$ cat src/rtl/hazard_ctrl.sv
// hazard_ctrl: pipeline sequencing controller for the RV32I core.
// Drives IF/ID/EX stall, flush and bubble controls for load-use hazards,
// taken-branch flushes, data-memory waits with timeout, and sticky halt.
// Optional build macro HAZARD_PERF_CNT_EN adds saturating performance counters
// (Stall_cnt, Flush_cnt, Wait_cnt).
//
// state    | meaning
// ---------+----------------------------------------------------------------
// RUN      | normal flow; resolves trap, memory stall, branch flush, load-use
// MEM_WAIT | data access outstanding; pipeline frozen, branch flush deferred
// HALT     | trap or memory timeout; everything held until Reset_n
module hazard_ctrl #(
    parameter int REGFILE_ADDR_WIDTH = 5,
    parameter int MEM_TIMEOUT        = 255,
    parameter int CNT_WIDTH          = 32
) (
    input  logic                          Clk,
    input  logic                          Reset_n,
    input  logic                          ID_valid,
    input  logic [REGFILE_ADDR_WIDTH-1:0] ID_Rs1_addr,
    input  logic [REGFILE_ADDR_WIDTH-1:0] ID_Rs2_addr,
    input  logic                          ID_uses_rs1,
    input  logic                          ID_uses_rs2,
    input  logic                          EX_valid,
    input  logic                          EX_MemToReg,
    input  logic [REGFILE_ADDR_WIDTH-1:0] EX_Rd_addr,
    input  logic                          EX_Branch_taken,
    input  logic                          Mem_req,
    input  logic                          Mem_ready,
    input  logic                          trap,
    output logic                          IF_Stall,
    output logic                          ID_Stall,
    output logic                          ID_Flush,
    output logic                          EX_Flush,
`ifdef HAZARD_PERF_CNT_EN
    output logic [CNT_WIDTH-1:0]          Stall_cnt,
    output logic [CNT_WIDTH-1:0]          Flush_cnt,
    output logic [CNT_WIDTH-1:0]          Wait_cnt,
`endif
    output logic                          Halted,
    output logic                          Mem_timeout
);

    typedef enum logic [1:0] {
        RUN      = 2'd0,
        MEM_WAIT = 2'd1,
        HALT     = 2'd2
    } state_t;

    // 16 bits covers the full legal MEM_TIMEOUT range
    localparam logic [15:0] TIMEOUT_VAL = 16'(MEM_TIMEOUT);

    state_t      state_q, state_d;
    logic [15:0] wait_q, wait_d;
    logic        pending_q, pending_d;
    logic        mem_timeout_q, mem_timeout_d;

    logic        mem_stall_req;
    logic        flush_req;
    logic        load_use;

    assign mem_stall_req = Mem_req & ~Mem_ready;
    // a deferred flush from a memory wait is applied like a fresh taken branch
    assign flush_req     = pending_q | (EX_Branch_taken & EX_valid);
    // x0 is hard-wired zero, so a load targeting it can never feed a consumer
    assign load_use      = EX_valid & EX_MemToReg & (EX_Rd_addr != '0) & ID_valid &
                           ((ID_uses_rs1 & (ID_Rs1_addr == EX_Rd_addr)) |
                            (ID_uses_rs2 & (ID_Rs2_addr == EX_Rd_addr)));

    assign Halted      = (state_q == HALT);
    assign Mem_timeout = mem_timeout_q;

    // State, wait counter, deferred flush and timeout cause registers
    always_ff @(posedge Clk or negedge Reset_n) begin
        if (!Reset_n) begin
            state_q       <= RUN;
            wait_q        <= '0;
            pending_q     <= 1'b0;
            mem_timeout_q <= 1'b0;
        end else begin
            state_q       <= state_d;
            wait_q        <= wait_d;
            pending_q     <= pending_d;
            mem_timeout_q <= mem_timeout_d;
        end
    end

    // Next-state and combinational control outputs, in priority order
    always_comb begin
        state_d       = state_q;
        wait_d        = wait_q;
        pending_d     = pending_q;
        mem_timeout_d = mem_timeout_q;
        IF_Stall      = 1'b0;
        ID_Stall      = 1'b0;
        ID_Flush      = 1'b0;
        EX_Flush      = 1'b0;
        case (state_q)
            RUN: begin
                if (trap) begin
                    IF_Stall = 1'b1;
                    ID_Stall = 1'b1;
                    ID_Flush = 1'b1;
                    EX_Flush = 1'b1;
                    state_d  = HALT;
                end else if (mem_stall_req) begin
                    IF_Stall = 1'b1;
                    ID_Stall = 1'b1;
                    wait_d   = 16'd1;
                    state_d  = MEM_WAIT;
                end else if (flush_req) begin
                    ID_Flush  = 1'b1;
                    EX_Flush  = 1'b1;
                    pending_d = 1'b0;
                end else if (load_use) begin
                    IF_Stall = 1'b1;
                    ID_Stall = 1'b1;
                    EX_Flush = 1'b1;
                end
            end
            MEM_WAIT: begin
                IF_Stall = 1'b1;
                ID_Stall = 1'b1;
                if (EX_Branch_taken) begin
                    pending_d = 1'b1;
                end
                if (trap) begin
                    state_d = HALT;
                end else if (Mem_ready) begin
                    state_d = RUN;
                end else if (wait_q >= TIMEOUT_VAL) begin
                    state_d       = HALT;
                    mem_timeout_d = 1'b1;
                end else begin
                    wait_d = wait_q + 16'd1;
                end
            end
            HALT: begin
                IF_Stall = 1'b1;
                ID_Stall = 1'b1;
                ID_Flush = 1'b1;
                EX_Flush = 1'b1;
            end
            default: begin
                state_d = RUN;
            end
        endcase
    end

`ifdef HAZARD_PERF_CNT_EN
    logic run_free;
    logic lu_applied;
    logic fl_applied;

    assign run_free   = (state_q == RUN) & ~trap & ~mem_stall_req;
    assign fl_applied = run_free & flush_req;
    assign lu_applied = run_free & ~flush_req & load_use;

    // Saturating event counters; none of the events can occur in HALT
    always_ff @(posedge Clk or negedge Reset_n) begin
        if (!Reset_n) begin
            Stall_cnt <= '0;
            Flush_cnt <= '0;
            Wait_cnt  <= '0;
        end else begin
            if (lu_applied && (Stall_cnt != '1)) begin
                Stall_cnt <= Stall_cnt + 1'b1;
            end
            if (fl_applied && (Flush_cnt != '1)) begin
                Flush_cnt <= Flush_cnt + 1'b1;
            end
            if ((state_q == MEM_WAIT) && (Wait_cnt != '1)) begin
                Wait_cnt <= Wait_cnt + 1'b1;
            end
        end
    end
`endif

endmodule

$ cat config.mk
export PLATFORM = sky130hd
export DESIGN_NAME = hazard_ctrl
export DESIGN_NICKNAME = d
export VERILOG_FILES = /design/src/rtl/hazard_ctrl.sv
export SDC_FILE = /design/constraint.sdc
export NUM_CORES = 1
export LEC_CHECK = 0
export CAP_MARGIN = 10
export CORE_MARGIN = 2
export CORE_UTILIZATION = 25
export CTS_BUF_LIST = sky130_fd_sc_hd__clkbuf_4 sky130_fd_sc_hd__clkbuf_8 sky130_fd_sc_hd__clkbuf_16
export DETAILED_ROUTE_END_ITERATION = 10
export GPL_ROUTABILITY_DRIVEN = 0
export HOLD_SLACK_MARGIN = 0.05
export PLACE_DENSITY_LB_ADDON = 0.25
export SYNTH_ARGS = -nofsm -noshare
export SYNTH_HDL_FRONTEND = slang
export SYNTH_SLANG_ARGS = --single-unit
$ cat constraint.sdc
create_clock -name Clk -period 4.3 [get_ports Clk]
set_input_delay 0.43 -clock Clk [delete_from_list [all_inputs] [get_ports Clk]]
set_output_delay 0.43 -clock Clk [all_outputs]
set_load 0.03 [all_outputs]
==> results.py <==
metrics = {
    "clock_tree": {
        "path_clk_slew_ns": 0.07,
        "clock_latency_ns": 0.26,
        "clk_path_buf_depth": 2,
        "postCtsSetupRepairBufs": 0,
        "cts_tree": "done",
        "cts_sinks": 20,
        "htreeDepth": 1,
        "cts_resized": 0,
        "ctsHoldBuffers": 0,
        "cts_inserted_buffers": 3,
        "root_buffer": "clkbuf_8",
    },
    "timing": {
        "slew_headroom_pct": 40.9,
        "finalCritPeriodShare_pct": 67.9,
        "hold_viol": 0,
        "clock.fmax_ghz": 0.342,
        "fin_tns_setup_ns": 0,
        "period_needed_ns": 2.92,
        "worstMarginPinSlew_ns": 0.884,
        "fin_skew_ns": 0.00432,
        "setup_ws_ns": 1.38,
        "rsz0062_at_grt": "no",
        "slew_viol_final": 0,
        "setup_viol": 0,
    },
    "pwr": {
        "powerDensity_nw_per_um2": 442,
        "switching_share_pct": 38.6,
        "p_leak_nw": 0.677,
        "ir_drop_mv": 0.186,
        "p_seq_share_pct": 31.8,
        "power_frac_clock_pct": 19.8,
        "power.share.combinational_pct": 48.4,
        "p_int_w": 0.000439,
        "power.switching_w": 0.000276,
    },
    "yosys": {
        "async_flop_share_pct": 100,
        "ys_warn_count": 0,
        "synthTopCellsByCount": "dfrtp_1, xnor2_1, and2_1",
        "yosysMostFrequentCell": "dfrtp_1",
        "ys_ff_latch": 20,
        "synth_nets": 159,
        "synthXorXnorAreaFrac_pct": 9.41,
        "yosys_most_used_dff": "dfrtp_1",
        "synth_compound_area_share_pct": 12.1,
        "synth-simple-area-share_pct": 27.4,
        "synth_cell_type_count": 33,
        "synth.avg_cell_area_sq_um": 9.45,
        "synth_top_cell_by_area": "dfrtp_1",
        "syn-cell-area_sq_um": 1210,
        "ys_seq_area_share_pct": 41.4,
        "synth_top_cell_area_share_pct": 41.4,
        "ys_top_cells_by_area": "dfrtp_1, xnor2_1, ha_1",
        "synthAdderAreaFrac_pct": 5.17,
        "muxShareOfSynthArea_pct": 0.827,
        "synthCells": 128,
        "synth_top_family_by_area": "simple AND/OR/NAND/NOR gates",
        "synth_edf_count": 0,
    },
    "place": {
        "dp_slack_ns": 1.39,
        "io_buffers": 31,
        "dp_hpwl_um": 2160,
    },
    "hold_path": {
        "min_from": "Mem_timeout",
        "min_path_cells": 1,
        "holdPathEnd": "Mem_timeout",
        "worstHoldPathType": "flip-flop to flip-flop",
    },
    "cells_and_area": {
        "utilization_pct": 34.5,
        "drive_above_1_share_pct": 6.29,
        "nNetsFinal": 191,
        "antenna_cells": 0,
        "syn2layout_area_growth_pct": 33.6,
    },
    "grt": {
        "antenna_found_initial": 0,
        "grt_pass1_vias": 1070,
        "grt_max_degree": 21,
        "grt_use_total_pct": 10.9,
        "grt_overflow": 0,
        "grt_pass1_wl_um": 4690,
    },
    "floorplan": {
        "start_util_pct": 25.8,
        "rows": 25,
        "core_sq_um": 4690,
        "io_pins": 32,
        "die_h_um": 73.6,
        "die-area_sq_um": 5410,
        "die_x_um": 73.6,
    },
    "critical_path": {
        "arrival_ns": 2.49,
        "worst_setup_path_start_kind": "primary input",
        "ff2ff_setup_slack_ns": 2.27,
        "r2r_start": "state_q[1]",
        "cp.required_ns": 3.87,
        "cp_slowest_stage_delay_ns": 0.71,
        "cp_common_cell": "clkdlybuf4s50_1",
        "reg2reg_depth": 7,
        "critPathCaptureType": "output pin",
        "cpMaxStageDelayCell": "clkdlybuf4s50_1",
        "path_class": "primary input to output pin",
        "cp_max_fo": 3,
        "timing.rr.end": "wait_q[2]",
        "path_cells": "clkdlybuf4s50_1 > xnor2_1 > nand4_1 > o22ai_1 > nand3_1 > a31oi_1 > clkdlybuf4s50_1",
    },
    "routing": {
        "avgRoutedWirePerCell_um": 13.3,
        "totalWireLength_um": 2840,
        "postRouteAntennaNets": 0,
        "vias": 1059,
        "route.detailed.drc": 0,
        "drt-pass1-iter-count": 4,
        "drt_iter0_markers": 42,
        "viasPerCell": 4.97,
    },
    "run_status": {
        "status": "finished clean",
    },
    "job": {
        "maxCapViolations": 0,
    },
}
worst max-delay path by stage:
| stage | start | to | slack [ns] |
|---|---|---|---|
| after floorplan | state_q[1] | IF_Stall | 1.95 |
| after global placement | EX_Rd_addr[3] | IF_Stall | 1.44 |
| after detailed placement | EX_Rd_addr[3] | ID_Stall | 1.39 |
| after CTS | EX_Rd_addr[3] | ID_Stall | 1.38 |
| after global routing | state_q[1] | ID_Stall | 1.24 |
| final | EX_Rd_addr[2] | ID_Stall | 1.38 |
flip-flops by register name, summed over array words and instances, names as in the netlist:
signal,count
Mem_timeout,1
pending_q,1
state_q,2
wait_q,16
kinds of logic after synthesis:
| group | after synthesis |
|---|---|
| AOI/OAI and AO/OA | 24 |
| xor gates and xnor gates | 13 |
| adders and majority gates | 5 |
| buffers and inverters | 9 |
| DFF | 20 |
| muxes | 1 |
| and+or+nand+nor | 56 |
final cells by class:
cell class / instances / area, sq um
Clock buffer: 4 / 55.1
Fill cell: 491 / 3080
Inverter: 5 / 18.8
Multi-Input combinational cell: 99 / 664
Sequential cell: 20 / 500
Tap cell: 54 / 67.6
Timing Repair Buffer: 31 / 310
stage by stage:
step / cell area, sq um / std cells / hold WS, ns / total power (W)
2_1_floorplan: 1210 / 128 / 0.134 / 0.000451
3_3_place_gp: 1560 / 209 / 0.460 / 0.000569
3_5_place_dp: 1560 / 209 / 0.458 / 0.000576
4_1_cts: 1620 / 213 / 0.479 / 0.000723
5_1_grt: 1620 / 213 / 0.491 / 0.000763
6_report: 1620 / 213 / 0.471 / 0.000715
placed cells by master, fill, tap and decap left out, types with 5 or more instances in the layout:
cell and count:
nor2_1 7, a21oi_1 7, clkdlybuf4s50_1 31, xnor2_1 13
nand4_1 6, nand2_1 8, dfrtp_1 20, nand3_1 5
and2_1 9, nor4_1 6, o21ai_0 6, inv_1 5
ha_1 5
worst max-delay path: cells and delay by family:
family	cells	cell delay, ns
compound gates	2	0.45
xor+xnor	1	0.14
buf+inv	2	1.25
simple gates	2	0.22
routing by layer:
| metal | wire length (um) | track usage [%] |
|---|---|---|
| met5 | 0 | 0 |
| met4 | 0 | 3.23 |
| met3 | 226 | 2.33 |
| met2 | 1260 | 17.6 |
| met1 | 1350 | 14.7 |
power by group through the flow:
stage          logic [W]  registers, W  clock network [W]
2_1_floorplan   0.000226      0.000225                  0
3_3_place_gp    0.000340      0.000229                  0
3_5_place_dp    0.000345      0.000232                  0
4_1_cts         0.000348      0.000227           0.000148
5_1_grt         0.000378      0.000230           0.000155
6_report        0.000346      0.000227           0.000141
No activity file was read; power rests on OpenSTA's default activity.
